## src/rtl/mux_arb2.sv

```systemverilog
// ---------------------------------------------------------------------------
// mux_arb2 -- two-requester arbiter feeding one registered output slot.
//
// A and B each offer a word with valid/ready handshakes. A combinational
// grant, steered by a round-robin priority bit, picks one word. That word is
// loaded into a single output register whenever the register is empty or is
// being drained in the same cycle, so the block can sustain one word per cycle.
//
// Ports
//   clk      : clock; all state changes on the rising edge
//   rst_n    : asynchronous active-low reset
//   a_valid  : requester A offers a_data
//   a_data   : requester A word
//   a_ready  : A's word is accepted this cycle
//   b_valid  : requester B offers b_data
//   b_data   : requester B word
//   b_ready  : B's word is accepted this cycle
//   d_valid  : output register holds a word
//   d_data   : registered selected word
//   d_ready  : consumer takes d_data this cycle
//   sel      : source of the word in d_data (0 = A, 1 = B)
// ---------------------------------------------------------------------------
module mux_arb2 #(
    parameter int DATAWIDTH = 8
) (
    input  logic                 clk,
    input  logic                 rst_n,
    input  logic                 a_valid,
    input  logic [DATAWIDTH-1:0] a_data,
    output logic                 a_ready,
    input  logic                 b_valid,
    input  logic [DATAWIDTH-1:0] b_data,
    output logic                 b_ready,
    output logic                 d_valid,
    output logic [DATAWIDTH-1:0] d_data,
    input  logic                 d_ready,
    output logic                 sel
);

    typedef enum logic {
        EMPTY = 1'b0,
        FULL  = 1'b1
    } state_t;

    state_t state;
    state_t state_nxt;
    logic   prio;       // 0 = A preferred on a tie, 1 = B preferred
    logic   grant_a;
    logic   grant_b;
    logic   can_load;
    logic   load;

    // Grant, ready and next state. Ready depends only on the valids, prio and
    // the output handshake, never on the data buses. Holding rst_n low keeps
    // both readys at 0 even though the register reads empty during reset.
    always_comb begin
        // NOTE: every signal written here gets a value before any branch, so
        // no path leaves it unassigned and no latch is inferred.
        state_nxt = state;
        grant_a   = a_valid & (~b_valid | ~prio);
        grant_b   = b_valid & (~a_valid |  prio);
        can_load  = rst_n & ((state == EMPTY) | d_ready);
        a_ready   = can_load & grant_a;
        b_ready   = can_load & grant_b;
        load      = a_ready | b_ready;

        if (load) begin
            // Covers the drain-and-reload case: the slot stays full.
            state_nxt = FULL;
        end else if (d_ready) begin
            state_nxt = EMPTY;
        end
    end

    // NOTE: sequential state uses non-blocking assignments so every register
    // samples the pre-edge values, independent of block ordering.
    always_ff @(posedge clk or negedge rst_n) begin
        if (!rst_n) begin
            state <= EMPTY;
        end else begin
            state <= state_nxt;
        end
    end

    // Payload, source tag and priority change only on a load. The data
    // register is reset too, so the output reads 0 rather than stale data
    // after a reset.
    always_ff @(posedge clk or negedge rst_n) begin
        if (!rst_n) begin
            d_data <= '0;
            sel    <= 1'b0;
            prio   <= 1'b0;
        end else if (load) begin
            d_data <= b_ready ? b_data : a_data;
            sel    <= b_ready;
            // Prefer the other requester next time: no starvation.
            prio   <= ~b_ready;
        end
    end

    assign d_valid = (state == FULL);

endmodule

```

## config.mk

```make
export PLATFORM = sky130hd
export DESIGN_NAME = mux_arb2
export DESIGN_NICKNAME = d
export VERILOG_FILES = /design/src/rtl/mux_arb2.sv
export SDC_FILE = /design/constraint.sdc
export NUM_CORES = 1
export LEC_CHECK = 0
export CELL_PAD_IN_SITES_DETAIL_PLACEMENT = 1
export CELL_PAD_IN_SITES_GLOBAL_PLACEMENT = 1
export CORE_ASPECT_RATIO = 1.4
export CORE_UTILIZATION = 26
export CTS_CLUSTER_DIAMETER = 50
export DETAILED_ROUTE_END_ITERATION = 16
export PLACE_DENSITY_LB_ADDON = 0.08
export RECOVER_POWER = 100
export SETUP_SLACK_MARGIN = 0.15
export SYNTH_ARGS = -nofsm -noshare
export SYNTH_HDL_FRONTEND = slang
export SYNTH_SLANG_ARGS = --single-unit
```

## constraint.sdc

```tcl
create_clock -name clk -period 1.5 [get_ports clk]
set_clock_uncertainty 0.2 [all_clocks]
set_input_delay 0.3 -clock clk [delete_from_list [all_inputs] [get_ports clk]]
set_output_delay 0.3 -clock clk [all_outputs]
set_load 0.02 [all_outputs]
```

==> flow_summary.toml, run 1 <==
[cts]
clk_latency_ns = 0.27
cts_made_buffers = 3
clock-sinks = 11
clk_pin_slew_ns = 0.08
cts_root_buf = "clkbuf_4"
cts_tree = "done"
cts_max_path_buffers = 2
htree_levels = 1

[routing]
route.detailed.drc = 0
drt_iter0_markers = 15
wl_per_cell_um = 16.9
wirelength_mm = 2.72
firstDrtPassIters = 4
viasPerCell = 5.37
vias = 865
postRouteAntennaNets = 0

[critical_path]
crit_path_max_fanout = 3
critPathArrivalTime_ns = 1.23
end_kind = "primary output"
critPathMaxStageDelay_ns = 0.43
path_cells = "buf_4 -> nand2b_4 -> o2111ai_4 -> inv_2 -> buf_6"
worstSetupPathType = "reg2out"
cp_slowest_cell = "dfrtp_2"
worstSetupStartpointType = "register"
worstPathRequired_ns = 1.00

[global_routing]
grt_pass1_wl_mm = 4.28
grt-ovfl-total = 0
first_global_vias = 881
antenna_found_initial = 0
grt_max_degree = 18
track_usage_pct = 20.3

[timing]
rsz0062_at_grt = "yes"
whs_ns = 0.207
post-route-period-util_pct = 115
fin_ws_ns = -0.226
maxSlewViolCount = 0
final-setup-viol-count = 11
maxSlewHeadroom_pct = 73.2
fmax_mhz = 579
report.final.hold_viol_count = 0
worstMarginPinSlew_ns = 0.402
min_period_ns = 1.73

[finish]
fill_cells = 321
regArea_um2 = 277
fin_area_um2 = 1220
final_common_cell = "buf_4"
utilization_pct = 49.5
fin_nets = 149
multi_input_area_um2 = 399
diodes = 0
areaGrowthSynthToFinish_pct = 74.5
drive_above_1_share_pct = 32.3
final_cell_mix = "buf_4 (17), a31oi_1 (16), clkdlybuf4s50_1 (16)"

[floorplanning]
die_w_um = 45.9
dieArea_um2 = 2910
core_region_area_um2 = 2470
io_pins = 33
start_util_pct = 28.4
fp.dieH_um = 63.4
rows = 21

[run_status]
status = "finished with violations"
violations = "setup timing"

[synth]
synthFlopType = "dfrtp_1"
synth_nets = 95
synth_edf_count = 0
ys_seq_elements = 11
yosysWarningCount = 0
syn_inst = 74
syn_area_per_cell_um2 = 9.47
async_flop_share_pct = 100
ys_seq_area_share_pct = 39.3
synth_cell_types = 22
syn_area_um2 = 701

[placement]
postPlaceCellArea_um2 = 1140
portBuffers = 32
dpl.hpwl_mm = 1.73
globalplace.congestion = 0.687

[flow_run]
maxCapViolCount = 0

[min_path]
hold_class = "in2async"

[pwr]
leakage_nw = 0.495
ir_drop_uv = 467
power.density_nw_per_um2 = 903
[stage by stage]
stage,setup TNS [ns],std cells,power [mW],setup slack [ns]
finish,-1.20,161,1.10,-0.226
global route,-1.79,161,1.17,-0.306
floorplan,-0.936,74,0.648,-0.150
detailed placement,-7.31,146,0.888,-0.884
CTS,-1.45,157,1.09,-0.239
global placement,-6.81,146,0.874,-0.831
[worst max-delay path, delay by kind of cell, from the launching register on]
family	cells	cell delay, ns
flip-flops	1	0.43
buffers and inverters	3	0.34
AO/OA/AOI/OAI	1	0.11
AND/OR/NAND/NOR	1	0.08
[flip-flops by register name (all words and copies together) (netlist names)]
name     count
d_data       8
d_valid      1
prio         1
sel          1
[metal layers]
metal / GRT usage, % / share of wire [%]
met1: 24.2 / 39
met3: 1.15 / 3.6
met5: 0 / 0
met4: 10.7 / 2.0
met2: 34.5 / 55
[final timing paths]
check	start	endpoint	slack, ns	cells past startpoint
max in group asynchronous	rst_n	d_valid	0.30	3
setup / recovery	d_valid	a_ready	-0.23	5
min in group clk	sel	sel	0.27	1
hold reg to reg	sel	sel	0.27	1
setup reg to reg	prio	d_data[7]	-0.13	4
hold / removal	rst_n	prio	0.21	3
[power by group]
group,switching [mW],internal (mW)
logic,0.265,0.232
clock network,0.110,0.103
registers,0.0377,0.356
total,0.413,0.691
[what timing repair did]
action / CTS / global route
hold buffers: 1 / 0
buffers inserted: 4 / 4
hold endpoints to repair: 7 / 0
gates cloned: 2 / 0
pin swaps: 2 / 1
resized for setup: 62 / 9
setup endpoints to repair: 23 / 19
[cells by family (layout without fill, tap and decap cells)]
family,after synthesis,after routing,synth area share (%)
AO/OA/AOI/OAI,27,27,27.3
AND/OR/NAND/NOR,23,24,21.8
buffers and inverters,13,65,11.6
flip-flops,11,11,39.3
[synthesized netlist by cell type, types with 2 or more instances]
library cell	n	area (µm²)
a31oi_1	16	100
dfrtp_1	11	275
nand2_1	8	30.0
o41ai_1	8	70.1
or4_1	8	60.1
buf_6	3	33.8
buf_4	2	15.0
clkbuf_1	2	7.51
inv_1	2	7.51
or2_1	2	12.5
[final cells by class]
type,count,area share (%)
flip-flops and latches,11,22.6
clock buffers,4,2.15
well taps,34,3.48
inverters,4,1.33
repair buffers,57,37.8
multi-input cells,51,32.7
(Power assumes the default switching activity.)
==> inputs of run 2 (changes only) <==
- CORE_UTILIZATION: 26 -> 31
- clock period: 1.5 -> 2 ns (I/O delays scaled with it)
==> run 2 against run 1 <==
The flow now finishes without violations. Clock-buffer cell count unchanged. Global-route usage decreased by 0.48 points. Sequential share of layout area increased by 3.8 points. Critical path type is now in2out. Flip-flop and latch count unchanged. Wire length decreased by 18%. Cell count decreased by 16%. Design area decreased by 15%. Highest routed layer unchanged. Die area decreased by 16%. Worst hold slack got worse by 0.018 ns. Register-to-register slack improved by 0.33 ns. Total power decreased by 33%. Critical path depth decreased by 1.
==> flow_summary.toml, run 2 (synthesized netlist as in run 1, its figures left out) <==
[floorplanning]
start_util_pct = 32.6
io_pins = 33
die_w_um = 42.2
rows = 20
fp.dieH_um = 58.3
core_region_area_um2 = 2150
dieArea_um2 = 2460

[timing]
worstMarginPinSlew_ns = 0.318
rsz0062_at_grt = "no"
post-route-period-util_pct = 93.2
final-setup-viol-count = 0
maxSlewHeadroom_pct = 78.8
min_period_ns = 1.86
report.final.hold_viol_count = 0
fin_ws_ns = 0.136
maxSlewViolCount = 0
fmax_mhz = 536

[min_path]
hold_class = "in2async"

[run_status]
status = "finished, final reports clean"

[placement]
dpl.hpwl_mm = 1.65
portBuffers = 32
postPlaceCellArea_um2 = 1090
pre_cts_slack_ns = -0.624
globalplace.congestion = 0.653

[routing]
drt_iter0_markers = 17
vias = 779
wl_per_cell_um = 16.3
wirelength_mm = 2.22
postRouteAntennaNets = 0
viasPerCell = 5.73
firstDrtPassIters = 4
route.detailed.drc = 0

[flow_run]
maxCapViolCount = 0

[critical_path]
worstPathRequired_ns = 1.40
critPathArrivalTime_ns = 1.26
crit_path_max_fanout = 2
path_cells = "dlygate4sd2_1 -> nor2b_4 -> nor4_4 -> clkbuf_1"
worstSetupStartpointType = "input port"
cp_slowest_cell = "clkbuf_1"
end_kind = "primary output"
worstSetupPathType = "in2out"
ff2ff_setup_slack_ns = 0.20
crit_buf_inv = 2
critPathMaxStageDelay_ns = 0.26
critPathTopFamily = "buffers and inverters"

[finish]
fin_area_um2 = 1040
diodes = 0
fin_nets = 136
areaGrowthSynthToFinish_pct = 48.6
final_cell_mix = "a31oi_1 (16), clkdlybuf4s50_1 (16), clkbuf_1 (12)"
drive_above_1_share_pct = 19.3
largest_reg_flops = 8
regMostFlops = "d_data"

[global_routing]
track_usage_pct = 19.8
grt-ovfl-total = 0
grt_max_degree = 21
antenna_found_initial = 0
grt_pass1_wl_mm = 3.70
first_global_vias = 845

[pwr]
p_sw_mw = 0.278
power.share.clock_pct = 21.2
power_frac_comb_pct = 39.1
ir_drop_uv = 330
p_sw_share_pct = 37.4
leakage_nw = 0.421
p_seq_share_pct = 39.8
p_int_mw = 0.465
power.density_nw_per_um2 = 713

[cts]
cts_setup_buffers = 0
clk_latency_ns = 0.27
clock-sinks = 11
holdBufCountCts = 0
cts_max_path_buffers = 2
clk_pin_slew_ns = 0.08
cts_tree = "done"
htree_levels = 1
cts_root_buf = "clkbuf_4"
cts_made_buffers = 3
run 2: routing by layer:
metal / GRT usage [%] / part of all wire, % / vias to the layer above / wire length [µm]
li1: - / - / 375 / -
met5: 0 / 0 / - / 0
met1: 22.4 / 40 / 367 / 882
met4: 10.7 / 2.0 / 0 / 44
met2: 35.2 / 54 / 31 / 1190
met3: 3.12 / 4.7 / 6 / 105
run 2: timing repair:
| action | CTS | global route |
|---|---|---|
| pin swaps | 1 | 2 |
| endpoints found under the setup margin | 10 | 17 |
| gates resized for setup | 19 | 13 |
run 2: metrics by stage:
step | hold slack [ns] | TNS (ns) | instances | power (mW) | utilization (%)
6_report | 0.189 | 0 | 136 | 0.743 | 48.4
5_1_grt | 0.213 | 0 | 136 | 0.793 | 48.4
4_1_cts | 0.160 | 0 | 136 | 0.804 | 52.2
3_5_place_dp | 0.273 | -2.31 | 132 | 0.643 | 50.6
3_3_place_gp | 0.261 | -2.08 | 132 | 0.634 | 50.6
2_1_floorplan | -0.0956 | 0 | 74 | 0.471 | -
run 2: layout make-up:
type | instances | area [µm²]
tap | 22 | 27.5
inverter | 4 | 16.3
clock buffer | 4 | 26.3
timing repair buffer | 45 | 340
multi-input combinational | 50 | 355
sequential | 11 | 275
fill | 281 | 1110
run 2: worst paths after layout:
path | startpoint | endpoint | cells past startpoint
max | a_valid | b_ready | 4
min | rst_n | sel | 3
min in group clk | sel | sel | 1
max in group asynchronous | rst_n | d_data[1] | 3
max reg2reg | d_valid | d_data[3] | 4
min reg2reg | sel | sel | 1
run 2: tightest hold or removal path, cell delays in order:
cell and delay [ns]:
dlygate4sd2_1 0.23, clkbuf_1 0.14, buf_4 0.27
run 2: power groups by stage:
stage	sequential, mW	clock [mW]	combinational, mW
2_1_floorplan	0.344	0	0.127
3_3_place_gp	0.297	0	0.337
3_5_place_dp	0.301	0	0.342
4_1_cts	0.297	0.165	0.342
5_1_grt	0.300	0.176	0.317
6_report	0.295	0.157	0.290
